==> src/rtl/imem_loader.sv <==
`default_nettype none
// ============================================================================
// Module   : imem_loader
// Purpose  : Boot-time instruction loader. Accepts a stream of 32-bit
//            instruction words and writes each one little-endian, one byte
//            per cycle, into the byte-wide instruction memory starting at
//            address 0. The core is held off (cpu_run=0) until the word
//            flagged as last has been fully written.
// Revision : 1.0 - initial release
// ----------------------------------------------------------------------------
// Parameters
//   MEM_BYTES  instruction memory size in bytes (multiple of 4)
//   ADDR_W     width of im_addr and word_count
// Ports
//   clk         in   system clock, rising edge
//   rst_n       in   asynchronous active-low reset
//   word_valid  in   upstream word valid
//   word_data   in   instruction word, [7:0] goes to the lowest address
//   word_last   in   marks the final word of the program
//   word_ready  out  loader can accept a word this cycle
//   reload      in   pulse, restarts loading from address 0 (DONE/ERROR only)
//   im_we       out  instruction memory byte write enable
//   im_addr     out  byte address of the current write
//   im_wdata    out  byte being written
//   cpu_run     out  core released
//   load_err    out  sticky: program did not fit in MEM_BYTES
//   word_count  out  words written since last reset or reload
// ============================================================================
module imem_loader #(
  parameter int MEM_BYTES = 1024,
  parameter int ADDR_W    = 32
) (
  input  logic              clk,
  input  logic              rst_n,
  input  logic              word_valid,
  input  logic [31:0]       word_data,
  input  logic              word_last,
  output logic              word_ready,
  input  logic              reload,
  output logic              im_we,
  output logic [ADDR_W-1:0] im_addr,
  output logic [7:0]        im_wdata,
  output logic              cpu_run,
  output logic              load_err,
  output logic [ADDR_W-1:0] word_count
);

  typedef enum logic [1:0] {
    IDLE  = 2'd0,
    WRITE = 2'd1,
    DONE  = 2'd2,
    ERROR = 2'd3
  } state_t;

  // One extra bit so base+4 cannot wrap before being compared to the size.
  localparam logic [ADDR_W:0] c_mem_bytes = (ADDR_W+1)'(MEM_BYTES);

  state_t            r_state;
  logic [ADDR_W-1:0] r_base;
  logic [1:0]        r_idx;
  logic [23:0]       r_hi;    // upper three bytes still to be written
  logic              r_last;

  logic              w_fits;
  logic              w_hs;

  assign w_fits = (({1'b0, r_base} + (ADDR_W+1)'(4)) <= c_mem_bytes);
  assign w_hs   = word_valid & word_ready;

  always_ff @(posedge clk or negedge rst_n) begin
    if (!rst_n) begin
      r_state    <= IDLE;
      r_base     <= '0;
      r_idx      <= 2'd0;
      r_hi       <= 24'd0;
      r_last     <= 1'b0;
      word_ready <= 1'b0;
      im_we      <= 1'b0;
      im_addr    <= '0;
      im_wdata   <= 8'd0;
      cpu_run    <= 1'b0;
      load_err   <= 1'b0;
      word_count <= '0;
    end else begin
      case (r_state)
        IDLE: begin
          im_we <= 1'b0;
          if (w_hs) begin
            word_ready <= 1'b0;
            if (w_fits) begin
              // Byte 0 goes out on the cycle right after the handshake.
              r_state  <= WRITE;
              r_idx    <= 2'd0;
              r_hi     <= word_data[31:8];
              r_last   <= word_last;
              im_we    <= 1'b1;
              im_addr  <= r_base;
              im_wdata <= word_data[7:0];
            end else begin
              r_state  <= ERROR;
              load_err <= 1'b1;
            end
          end else begin
            word_ready <= 1'b1;
          end
        end

        WRITE: begin
          if (r_idx != 2'd3) begin
            r_idx    <= r_idx + 2'd1;
            im_addr  <= im_addr + ADDR_W'(1);
            im_wdata <= r_hi[7:0];
            r_hi     <= {8'h00, r_hi[23:8]};
          end else begin
            // Last byte just went out: commit the word.
            im_we      <= 1'b0;
            r_base     <= r_base + ADDR_W'(4);
            word_count <= word_count + ADDR_W'(1);
            if (r_last) begin
              r_state <= DONE;
              cpu_run <= 1'b1;
            end else begin
              r_state    <= IDLE;
              word_ready <= 1'b1;
            end
          end
        end

        DONE, ERROR: begin
          im_we      <= 1'b0;
          word_ready <= 1'b0;
          if (reload) begin
            r_state    <= IDLE;
            word_ready <= 1'b1;
            cpu_run    <= 1'b0;
            load_err   <= 1'b0;
            r_base     <= '0;
            word_count <= '0;
          end
        end

        default: begin
          r_state <= IDLE;
        end
      endcase
    end
  end

endmodule
`default_nettype wire
==> config.mk <==
export PLATFORM = sky130hd
export DESIGN_NAME = imem_loader
export DESIGN_NICKNAME = d
export VERILOG_FILES = /design/src/rtl/imem_loader.sv
export SDC_FILE = /design/constraint.sdc
export NUM_CORES = 1
export LEC_CHECK = 0
export CAP_MARGIN = 20
export CORE_UTILIZATION = 57
export CTS_BUF_LIST = sky130_fd_sc_hd__clkbuf_8
export CTS_CLUSTER_DIAMETER = 30
export CTS_CLUSTER_SIZE = 8
export DETAILED_ROUTE_END_ITERATION = 6
export PLACE_DENSITY = 0.83
export SYNTH_ARGS = -nofsm -noshare
export SYNTH_HDL_FRONTEND = slang
export SYNTH_SLANG_ARGS = --single-unit
export TNS_END_PERCENT = 100
==> constraint.sdc <==
create_clock -name clk -period 3.6 [get_ports clk]
set_clock_uncertainty 0.2 [all_clocks]
set_input_delay 0.54 -clock clk [delete_from_list [all_inputs] [get_ports clk]]
set_output_delay 0.54 -clock clk [all_outputs]
set_load 0.005 [all_outputs]
Word-level counts from Yosys, hierarchy flattened

Index checks and enable logic that the tools add are counted.

Register bits: 137
Input bits: 37
Logic and storage cells: 86
Output and inout port bits: 76

Equal/unequal tests: 12
Add/subtract/negate cells: 5
Reductions and logical operators: 12
Magnitude comparators: 1
Muxes and demuxes: 43
Bitwise operators: 1

Operators with widths:

| cell                                                                     | number |
|---|---|
| 32-bit 2-to-1 mux                                                        | 6 |
| 32-bit one-hot mux with 2 select lines                                   | 3 |
| 24-bit 2-to-1 mux                                                        | 3 |
| 32-bit by 1-bit adder with 32-bit output (second input constant)         | 2 |
| 24-bit one-hot mux with 2 select lines                                   | 1 |
| 32-bit by 3-bit adder with 33-bit output (second input constant)         | 1 |
| 33-bit by 11-bit <= comparator with 1-bit output (second input constant) | 1 |
| 32-bit by 3-bit adder with 32-bit output (second input constant)         | 1 |
| 8-bit 2-to-1 mux                                                         | 3 |
| 2-bit != test (second input constant)                                    | 9 |
| 2-bit 2-to-1 mux                                                         | 8 |
| 8-bit one-hot mux with 2 select lines                                    | 1 |
| 1-bit 2-to-1 mux                                                         | 12 |
| 4-bit AND reduction                                                      | 3 |
| 3-bit AND reduction                                                      | 3 |
| 1-bit one-hot mux with 3 select lines                                    | 2 |
| 2-bit one-hot mux with 3 select lines                                    | 1 |
| 2-bit nonzero test                                                       | 3 |
| 2-bit equality test (second input constant)                              | 2 |
| 1-bit one-hot mux with 2 select lines                                    | 2 |
| 2-bit one-hot mux with 2 select lines                                    | 1 |
| 2-bit by 1-bit adder with 2-bit output (second input constant)           | 1 |
| 2-bit by 1-bit equality test with 1-bit output (second input constant)   | 1 |
| 2-bit zero test                                                          | 1 |
| other kinds (3)                                                          | 3 |

Logic depth before layout (Yosys ltp)

Gate-level depths: netlist (run 1).

Word-level depth: 5
Mapped depth: 12
Depth with buffers taken out: 9

Worst setup path before layout (run 1)

Ideal clock, no wire load.

Kind: reg-to-reg
Start: register r_base[2]
End: register im_addr[22]
Arrival: 2,694 ps
Path buffers: 2
Cell stages (with the launch flop): 12
Slack: 585 ps
Setup time: 121 ps
Clock period less this slack: 3,015 ps
Path through: dfrtp_1 > ha_1 > nand3_1 > nor4_1 > nand2_1 > xor2_1 > nand4_1 > nor3_4 > a21oi_1 > buf_2 > buf_6 > o22a_1

Cells in the longest elaborated chain, start to end: 4

RTL lines:

| item                                             | RTL line | source |
|---|---|---|
| from (decl)                                      | 59       | `logic [ADDR_W-1:0] r_base;` |
| from (signal assigned)                           | 117      | `r_base <= r_base + ADDR_W'(4);` |
| 32-bit by 3-bit adder with 33-bit output         | 67       | `assign w_fits = (({1'b0, r_base} + (ADDR_W+1)'(4)) <= c_mem_bytes);` |
| 33-bit by 11-bit <= comparator with 1-bit output | 67       |  |
| 2-bit != test (no line)                          | n/a      |  |
| 4-bit AND reduction (no line)                    | n/a      |  |
| to (signal assigned)                             | 97       | `im_addr <= r_base;` |
| to (signal assigned)                             | 111      | `im_addr <= im_addr + ADDR_W'(1);` |
| to (decl)                                        | 41       | `output logic [ADDR_W-1:0] im_addr,` |

No other way between the ends.
A chain may end at the register's enable or synchronous reset.

Worst setup path in the final report (run 1)

Start: register r_base[16]
End: register r_last

Cells in the longest elaborated chain, start to end: 3

RTL lines:

| item                                             | RTL line | source |
|---|---|---|
| 32-bit by 3-bit adder with 33-bit output         | 67       |  |
| 33-bit by 11-bit <= comparator with 1-bit output | 67       |  |
| 3-bit AND reduction (no line)                    | n/a      |  |
| to (signal assigned)                             | 95       | `r_last <= word_last;` |
| to (decl)                                        | 62       | `logic r_last;` |

No other way between the ends.

==> results.md, run 1 <==
Critical path:
- The type of element launching the critical path is a flip-flop.
- The largest fanout on the critical path is 67.
- For this run, the slowest stage of the critical path takes 0.73 ns.
- The timing startpoint of the critical path is r_base[16]$_DFFE_PN0P_.
- The required time at the endpoint of the critical path is 3.73 ns.
- The worst setup path is captured at a flip-flop.
- The cell seen most often among critical-path stages is sky130_fd_sc_hd__nand4_1.
- The worst register-to-register path has a depth of 8.
- The setup check on the worst reg-to-reg path leaves a slack of 0.11 ns.
- In this run the critical register-to-register path is captured at r_last$_DFFE_PN0P_.
- The worst register-to-register path begins at r_base[16]$_DFFE_PN0P_.
- The startpoint-to-endpoint class of the critical path is reg2reg.
- Following the worst setup path forward leads to its endpoint at r_last$_DFFE_PN0P_.
- The signal arrival time at the worst endpoint is 3.62 ns.
- Among all stages on the critical path, the largest delay is contributed by sky130_fd_sc_hd__or4_2.
- Walking the worst path, the cells encountered are nand3_1, nor4_4, nand4_1, xnor2_1, nand4_1, or4_2, buf_12, mux2_1.

Clock network:
- The clock root buffer master is sky130_fd_sc_hd__clkbuf_8.
- Post-CTS timing repair inserted 0 buffers for setup.
- The number of clock buffers inserted by TritonCTS is 17.
- The number of H-tree levels is 4.
- The maximum number of buffers from clock root to sink is 2.
- The clock reaches the later pin of the worst-skew pair after 0.44 ns.
- The clock net sink count is 135.
- After clock tree synthesis, the clock-pin slew on the worst setup and hold paths is 0.07 ns.
- The clock tree from TritonCTS is built.

Floorplanning:
- The number of top-level pins is 113.
- The die outline width is 117 µm.
- The y dimension of the die is 117 µm.
- The effective utilization at floorplan is 59.4%.
- The floorplan step defined a die boundary enclosing 13,800 µm².
- In this run the standard cell core region covers 12,800 µm².
- The row count is 41.

Synthesis:
- The cell area after technology mapping is 7580 µm².
- The synthesized netlist devotes 4.62% of its cell area to XOR and XNOR gates.
- By area, the combinational part of the netlist is dominated by simple AND/OR/NAND/NOR gates.
- The number of warnings printed during yosys synthesis is 0.
- After synthesis, flip-flops and latches occupy 44.5% of the total area.
- Of the total synthesized cell area, the portion taken by AND, OR, NAND and NOR gates is 24.2%.
- The multiplexer share of the synthesized area is 4.16%.
- Counting distinct cell types in the post-synthesis netlist gives 69.
- The most used flip-flop cell after synthesis is sky130_fd_sc_hd__dfrtp_1.
- The mean instance size in the synthesized netlist is 8.80 µm².
- The number of instances in the synthesized netlist is 862.
- After synthesis, the share of flip-flops with an asynchronous set or reset is 100%.
- Summing the areas of all fa, ha and maj instances in the mapped netlist gives 0.660% of the synthesized area.
- The synthesized design contains 0 enable-type register cells.
- The number of synthesized register bits is 135.
- The number of nets produced by synthesis is 903.
- The synthesized-area fraction occupied by ao, oa, aoi and oai cells is 17.7%.

Layout:
- The post-route netlist has 8.48% of its cells at a drive strength greater than 1.
- The layout net count is 996.
- The finished layout holds 1,139 standard cells, fillers aside.
- The repair_antennas step left the layout with diodes totalling 0.
- Once layout is complete, the utilization of the core stands at 73.1%.
- The layout-stage area growth over the synthesis result is 23.1%.

GRT:
- The initial antenna violation count came to 0.
- The number of global-route vias before repair is 6,627.
- The pin count of the biggest net entering global routing is 81.
- The wire length of the first global-routing pass is 33,200 µm.
- For this run the aggregate overflow at the end of global routing stands at 0.
- Global routing consumed, over all layers together, 29.7% of the routing resources.

STA:
- The worst setup slack after layout is 0.107 ns.
- The worst max-slew margin expressed relative to the limit is 50.9%.
- Setup repair after global routing left no endpoint under its margin.
- For the pin with the worst max-slew slack, the measured transition is 0.737 ns.
- The routed design could run at a clock period as short as 3.49 ns.
- The setup TNS is 0 ns.
- Final hold analysis gives a worst-case slack of 0.292 ns.
- The final count of hold timing violations is 0.
- For this run, the top clock speed supported by timing is 286 MHz.
- The final number of max-transition violations is 0.
- Setup violations remaining at the end of the flow were counted as 0.
- The ratio of final minimum period to clock period is 97.0%.

Placed design:
- Once placement completed, the tool counted placed cells totaling 1,107.
- At the placement stage, the worst setup path has a slack of 0.146 ns.
- Routability-driven placement finished with a final weighted congestion of 0.934.
- After legalization and detailed placement, the total HPWL measured 13,300 µm.
- The number of port buffers is 112.

Route:
- For this run, the detailed router's first-pass iteration total came to 6.
- The detailed router placed 7,125 vias in this run.
- For this run, design rule violations remaining after detail routing come to 0.
- The post-detailed-route via-to-cell ratio is 6.26.
- Dividing the detail-routed wire length by the instance count gives 17.6 µm.
- The detailed router's first-iteration violation count is 550.
- The detail route stage leaves a number of antenna-violating nets equal to 0.
- The routed design has 20,100 µm of wire.

Status:
- The run finished with clean final reports.

Job:
- The max-capacitance violation count is 0.

Pwr:
- The worst IR drop on VDD is 0.557 mV.
- Summed over all cells, the static leakage comes to 3.93 nW.
- The areal power density over the cells is 685 nW/µm².

Hold path:
- The kind of path behind the tightest hold check is reg2reg.
placed cells by master, fill, tap and decap left out, drive strengths merged, types with 4 or more instances in the layout:
master	synthesis	routed
and2	6	6
dfrtp	135	135
inv	3	5
nor2b	6	6
nor4	7	7
or3	5	5
a21oi	41	41
and3	17	17
ha	4	4
o21ai	82	82
o31ai	11	11
nor2	69	69
buf	22	32
or2	5	5
a31oi	24	24
nand3	86	86
mux2	4	4
mux2i	27	27
a41oi	5	5
clkbuf	48	21
nand2	91	91
clkdlybuf4s50	0	111
nor3	18	18
o22ai	8	8
xnor2	9	9
o22a	10	10
xor2	31	31
o211ai	4	4
nand4	30	30
and4	11	11
o2bb2a	5	5
synth_stat cells, drive strengths merged, types with 10 or more instances:
cell	number	share of area (%)
a21oi	41	2.7
a31oi	24	2.0
and3	17	1.4
and4	11	1.3
buf	22	1.6
clkbuf	48	2.4
dfrtp	135	45
mux2i	27	3.6
nand2	91	4.5
nand3	86	5.7
nand4	30	2.6
nor2	69	3.4
nor3	18	1.3
o21ai	82	5.4
o22a	10	1.2
o31ai	11	1.1
xor2	31	3.6
power by group:
part,leakage [nW],switching [mW],internal (mW)
Clock,0.216,0.576,0.746
Combinational,1.93,1.48,1.24
Sequential,1.79,0.418,1.93
Total,3.93,2.48,3.92
through the flow:
stage / area (µm²) / power (mW)
6_report: 9340 / 6.40
5_1_grt: 9340 / 6.77
4_1_cts: 9330 / 6.38
3_5_place_dp: 8900 / 5.03
3_3_place_gp: 8900 / 4.95
2_1_floorplan: 7580 / 3.92
state kept, by name, indices dropped and copies added (netlist names):
register	flops
im_addr	32
word_count	32
r_base	30
r_hi	24
im_wdata	8
r_idx	2
r_state	2
cpu_run	1
im_we	1
load_err	1
r_last	1
word_ready	1
worst max-delay path, delay by kind of cell (launching register included):
kind / cells / cell delay (ns)
XOR/XNOR: 1 / 0.29
buffers and inverters: 1 / 0.25
flip-flops: 1 / 0.49
multiplexers: 1 / 0.34
AND/OR/NAND/NOR: 5 / 1.77
layout make-up:
cell class	count	area [µm²]
Multi-Input combinational cell	654	3920
Clock buffer	21	289
Clock inverter	10	128
Fill cell	948	3440
Tap cell	172	215
Timing Repair Buffer	144	1390
Inverter	3	11.3
Sequential cell	135	3380
worst min-delay path by stage:
stage                          from  cells after the start                   end  slack, ns
3_5_place_dp   r_idx[0]$_DFFE_PN0P_                      1  r_idx[0]$_DFFE_PN0P_       0.28
2_1_floorplan                 rst_n                      0   cpu_run$_DFFE_PN0P_       0.04
4_1_cts        r_idx[0]$_DFFE_PN0P_                      1  r_idx[0]$_DFFE_PN0P_       0.29
3_3_place_gp   r_idx[0]$_DFFE_PN0P_                      1  r_idx[0]$_DFFE_PN0P_       0.28
5_1_grt        load_err$_DFFE_PN0P_                      1  load_err$_DFFE_PN0P_       0.32
6_report       r_idx[0]$_DFFE_PN0P_                      1  r_idx[0]$_DFFE_PN0P_       0.29
cell families (layout without fill, tap and decap cells):
| group | after synthesis | after routing |
|---|---|---|
| mux | 31 | 31 |
| fa+ha+maj | 4 | 4 |
| buf+inv | 73 | 178 |
| compound gates | 216 | 216 |
| simple gates | 363 | 363 |
| xor+xnor | 40 | 40 |
| flops | 135 | 135 |
layer usage:
layer / share of wire, % / vias to the layer above / wire, µm / track usage [%]
met5: 0 / - / 0 / 0
met4: 1.8 / 0 / 371 / 10.8
met3: 7.6 / 36 / 1530 / 6.27
met2: 47 / 300 / 9520 / 46.0
met1: 43 / 3457 / 8630 / 41.3
li1: - / 3332 / - / -
what timing repair did:
action,CTS,global route
hold buffers,1,0
setup endpoints to repair,0,31
resized for setup,0,2
endpoints found under the hold margin,77,0
(Power assumes the default switching activity.)
==> run 2: changes to the inputs <==
- SKIP_LAST_GASP: not set -> 1
==> results of run 2 <==
Same layout as run 1: the final DEF is identical, and so are final timing and power.
==> RTL change 1: new RTL, config.mk and constraints of run 2 <==
Change the parameter `ADDR_W` from 32 to 48.
--- a/src/rtl/imem_loader.sv
+++ b/src/rtl/imem_loader.sv
@@ -29,5 +29,5 @@
 module imem_loader #(
   parameter int MEM_BYTES = 1024,
-  parameter int ADDR_W    = 32
+  parameter int ADDR_W    = 48
 ) (
   input  logic              clk,
Ports: changed (resized im_addr and word_count); port bits go from 113 to 145. No check against the original RTL was run, so the function may have changed too.
==> RTL change 1 against run 2 <==
- sequential cell count grew 48
- wire length up 60%
- setup slack improved by 42 ps
- total power grew 16%
- synthesized cell count is 53% higher
- sequential share of layout area is 2.3 points lower
- critical path depth rose by 1
- cell area increased by 45%
- combinational power is 14% higher
- synthesized area grew 43%
- final cell count rose by 51%
- largest cell class unchanged
- highest routed layer unchanged
==> RTL change 1: results (changes against run 2) <==
Routing
  – 1st-iter DRT viols: 1,302 (+140%)
  – Overall via count from detail_route: 11.1k (+56%)
  – Pre-antenna DRT Iters: 5 (-1)
  – Avg WL per Cell: 18.7 um (+6.1%)
  – Detailed-route wire length: 32,100 um (+60%)

Power and ir drop
  – Comb power: 3.10 mW (+14%)
  – P_leak: 5.44 nW (+38%)
  – Clock share of power: 0.198 (-0.009)
  – Internal: 4.36 mW (+11%)
  – Pwr Total: 7.42 mW (+16%)
  – Max VDD drop: 0.390 mV (-30%)

Clock tree
  – H-tree Lvls: 4 (unchanged)
  – Clk root buf: clkbuf_8
  – Clk buf depth: 2 (unchanged)
  – Num CTS Buffers: 17 (unchanged)
  – Worst-path clk slew: 110 ps (+40 ps)
  – Clock Latency Late Sink: 500 ps (+60 ps)

GRT
  – Vias in the first global route: 10.3k (+56%)
  – GRT Total Usage: 0.332 (+0.0347)
  – Largest net degree at the start of global routing: 78 (-3.7%)
  – Initial antenna violation count: 1 (+1)
  – First-pass GRT wire length: 52,000 um (+57%)

Setup path
  – Worst Path Arrival: 3630 ps (about the same)
  – Crit Path Max Fanout: 14 (-79%)
  – Worst path max stage delay: 630 ps (-100 ps)
  – CP max-delay cell: or4_4

Status
  – Status: finished clean

Min path
  – Worst hold path type: reg -> reg

Timing
  – Slew of the pin with the lowest slew margin: 714 ps (-23.3 ps)

Place
  – DP Area: 13,000 um^2 (+47%)
  – GPL Wtd Cong: 0.963 (+3.0%)
  – Post-DP HPWL: 22,400 um (+69%)
  – Input/output buffers: 144 (+29%)
  – Placed cells: 1,683 (+52%)

Synth
  – Yosys warning total: 0 (unchanged)
  – Synth Area in XOR/XNOR: 0.0523 (+0.00612)
  – Adder-cell share of the synthesized area: 0.00460 (-0.00200)
  – Post-synthesis sequential area ratio: 0.421 (-0.0246)
  – Synth cell count leaders: 183 x dfrtp_1, 138 x nor2_1, 132 x nand2_1, 121 x o21ai_0, 92 x clkbuf_1
  – Net count of the mapped netlist: 1,356 (+50%)
  – Synth Area in Compound Gates: 0.160 (-0.0163)
  – Synth area leaders: dfrtp_1 42%, o21ai_0 5.6%, nor2_1 4.8%, nand2_1 4.6%, nand4_1 4.4%
  – FFs w/ async S/R, synth: 1.00 (unchanged)
  – Netlist cell types: 69 (unchanged)
  – Syn avg cell area: 8.28 um^2 (-5.9%)
  – Post-synthesis mux area share: 0.00851 (-0.0331)

Finish
  – Filler cells: 1,411 (+49%)
  – # nets final: 1,512 (+52%)
  – Share of layout cells above drive strength 1: 0.118 (+0.0331)
  – Largest registers: im_addr x48, word_count x48, r_base x46
[RTL change 1: changes by cell type after synthesis, sizes merged, moves of 41 or more]
cell,run 2,this run
clkbuf,48,94
nand4,30,76
dfrtp,135,183
nor2,69,138
nand2,91,132
nor4,7,57
[RTL change 1: path summary, 6_finish.rpt]
check,cells past startpoint,to,slack (ps),from
max,9,r_hi[1]$_DFFE_PN0P_,150,r_base[9]$_DFFE_PN0P_
min,1,r_base[13]$_DFFE_PN0P_,300,r_base[13]$_DFFE_PN0P_
max reg2reg,9,r_hi[1]$_DFFE_PN0P_,150,r_base[9]$_DFFE_PN0P_
min reg2reg,1,r_base[13]$_DFFE_PN0P_,300,r_base[13]$_DFFE_PN0P_
max in group asynchronous,3,im_wdata[7]$_DFFE_PN0P_,1920,rst_n
min in group asynchronous,2,im_addr[38]$_DFFE_PN0P_,440,rst_n
[RTL change 1: what timing repair did]
item,in CTS,in global routing
hold buffers,1,0
resized for setup,0,10
endpoints found under the hold margin,73,0
setup endpoints to repair,0,70
buffers inserted,0,2
[RTL change 1: per-stage QoR]
step                utilization  worst slack [ps]  hold slack [ps]
floorplan                     -              22.1             44.4
global placement          0.697               192              260
detailed placement        0.697               134              281
CTS                       0.720              99.5              304
global route              0.723              18.2              321
finish                    0.723               149              296
[RTL change 1: routing by layer]
layer  GRT usage  share of wire  up-vias
li1            -              -     5137
met1       0.438           0.41     5368
met2       0.536           0.48      566
met3      0.0738          0.082       77
met4       0.126          0.026        0
met5           0              0        -
[RTL change 1: final cells by class]
cell class                      count  area share
Clock inverter                     15      0.0135
Sequential cell                   183       0.338
Antenna cell                        1    0.000185
Tap cell                          234      0.0216
Timing Repair Buffer              249       0.168
Inverter                           14     0.00388
Clock buffer                       17      0.0173
Multi-Input combinational cell   1006       0.437
==> RTL change 2: new RTL, config.mk and constraints of run 2 <==
Without the edit above. Register the output `word_count` once more, cleared by the reset; this adds one clock of latency there. The other outputs are not delayed to match.
--- a/src/rtl/imem_loader.sv
+++ b/src/rtl/imem_loader.sv
@@ -56,4 +56,6 @@
   localparam logic [ADDR_W:0] c_mem_bytes = (ADDR_W+1)'(MEM_BYTES);
 
+  logic [ADDR_W-1:0] word_count_s0;
+
   state_t            r_state;
   logic [ADDR_W-1:0] r_base;
@@ -81,5 +83,5 @@
       cpu_run    <= 1'b0;
       load_err   <= 1'b0;
-      word_count <= '0;
+      word_count_s0 <= '0;
     end else begin
       case (r_state)
@@ -116,5 +118,5 @@
             im_we      <= 1'b0;
             r_base     <= r_base + ADDR_W'(4);
-            word_count <= word_count + ADDR_W'(1);
+            word_count_s0 <= word_count_s0 + ADDR_W'(1);
             if (r_last) begin
               r_state <= DONE;
@@ -136,5 +138,5 @@
             load_err   <= 1'b0;
             r_base     <= '0;
-            word_count <= '0;
+            word_count_s0 <= '0;
           end
         end
@@ -147,4 +149,12 @@
   end
 
+  always_ff @(posedge clk or negedge rst_n) begin
+    if (!rst_n) begin
+      word_count <= '0;
+    end else begin
+      word_count <= word_count_s0;
+    end
+  end
+
 endmodule
 `default_nettype wire
Formal check against the unedited RTL: not equivalent (Yosys sat finds a counterexample within 10 cycles, from zero or initial values and one cycle with rst_n low).
==> RTL change 2 against run 2 <==
- synthesized cell count fell by 1.9%
- synthesized area rose by 8.8%
- cell area increased by 6.5%
- highest routed layer unchanged
- fmax up 4.6%
- largest power group is now registers
- total power is 1.7% higher
- clock power barely moved
- sequential cell count grew 32
- setup slack improved by 150 ps
- sequential share of layout area is 5.8 points higher
- wire length down 2.8%
- largest cell class is now registers
==> RTL change 2: results (changes against run 2) <==
Setup path
  – Worst path max stage delay: 480 ps (-250 ps)
  – Crit Path Max Fanout: 24 (-64%)
  – R2R Path Start: r_base[2]$_DFFE_PN0P_
  – FF-to-FF setup slack: 260 ps (+150 ps)
  – Worst R2R End: r_hi[2]$_DFFE_PN0P_
  – CP max-delay cell: dfrtp_1

Synth
  – Netlist cell types: 70 (+1.4%)
  – Post-synthesis sequential area ratio: 0.506 (+0.0610)
  – Net count of the mapped netlist: 887 (-1.8%)
  – Synth area leaders: dfrtp_1 51%, o21ai_0 4.3%, nand3_1 4.0%, nand2_1 3.6%, mux2i_1 3.3%

Routing
  – Routed wl met3: 1490 um (-2.7%)
  – Via density: 6.15 (-1.6%)
  – Metal1 wirelength: 8560 um (-0.83%)
  – Routed wl met2: 8950 um (-6.0%)
  – Avg WL per Cell: 17.1 um (-2.9%)

GRT
  – First-pass GRT wire length: 32,100 um (-3.2%)
  – Vias in the first global route: 6,523 (-1.6%)
  – GRT Total Usage: 0.276 (-0.0214)
  – Largest net degree at the start of global routing: 74 (-8.6%)

Status
  – Status: finished clean

Finish
  – # nets final: 988 (-0.80%)
  – Largest registers: im_addr x32, word_count x32, word_count_s0 x32
  – Share of layout cells above drive strength 1: 0.0885 (+0.00374)

Min path
  – Worst Hold Path EP: word_count[31]$_DFF_PN0_
  – Min-delay src: word_count_s0[31]$_DFFE_PN0P_

Power and ir drop
  – Comb power: 2.53 mW (-7%)
  – Internal: 3.95 mW (+0.83%)
  – Max VDD drop: 0.436 mV (-22%)

Clock tree
  – Worst-path clk slew: 90 ps (+20 ps)

Timing
  – Slew HR: 0.506 (-0.00285)

Place
  – Post-DP HPWL: 13,200 um (-1.1%)
[RTL change 2: cell type report]
class	instances	area, um^2
Clock buffer	18	248
Clock inverter	14	141
Fill cell	1070	4050
Inverter	8	30.0
Multi-Input combinational cell	616	3790
Sequential cell	167	4180
Tap cell	180	225
Timing Repair Buffer	137	1330
[RTL change 2: kinds of logic after synthesis]
group	synth area share
muxes	0.0341
xor gates and xnor gates	0.0456
and+or+nand+nor	0.215
buffers and inverters	0.0358
DFF	0.506
AOI/OAI and AO/OA	0.157
adders and majority gates	0.00607
[RTL change 2: per-stage QoR]
step,setup WS (ps),std cells
final,261,1140
after global routing,36.5,1140
after CTS,280,1140
after detailed placement,324,1107
after global placement,337,1107
after floorplan,479,846
[RTL change 2: metal layers]
metal,GRT usage,up-vias
met4,0.116,0
met1,0.383,3339
li1,-,3300
met3,0.0586,49
met2,0.421,328
met5,0,-
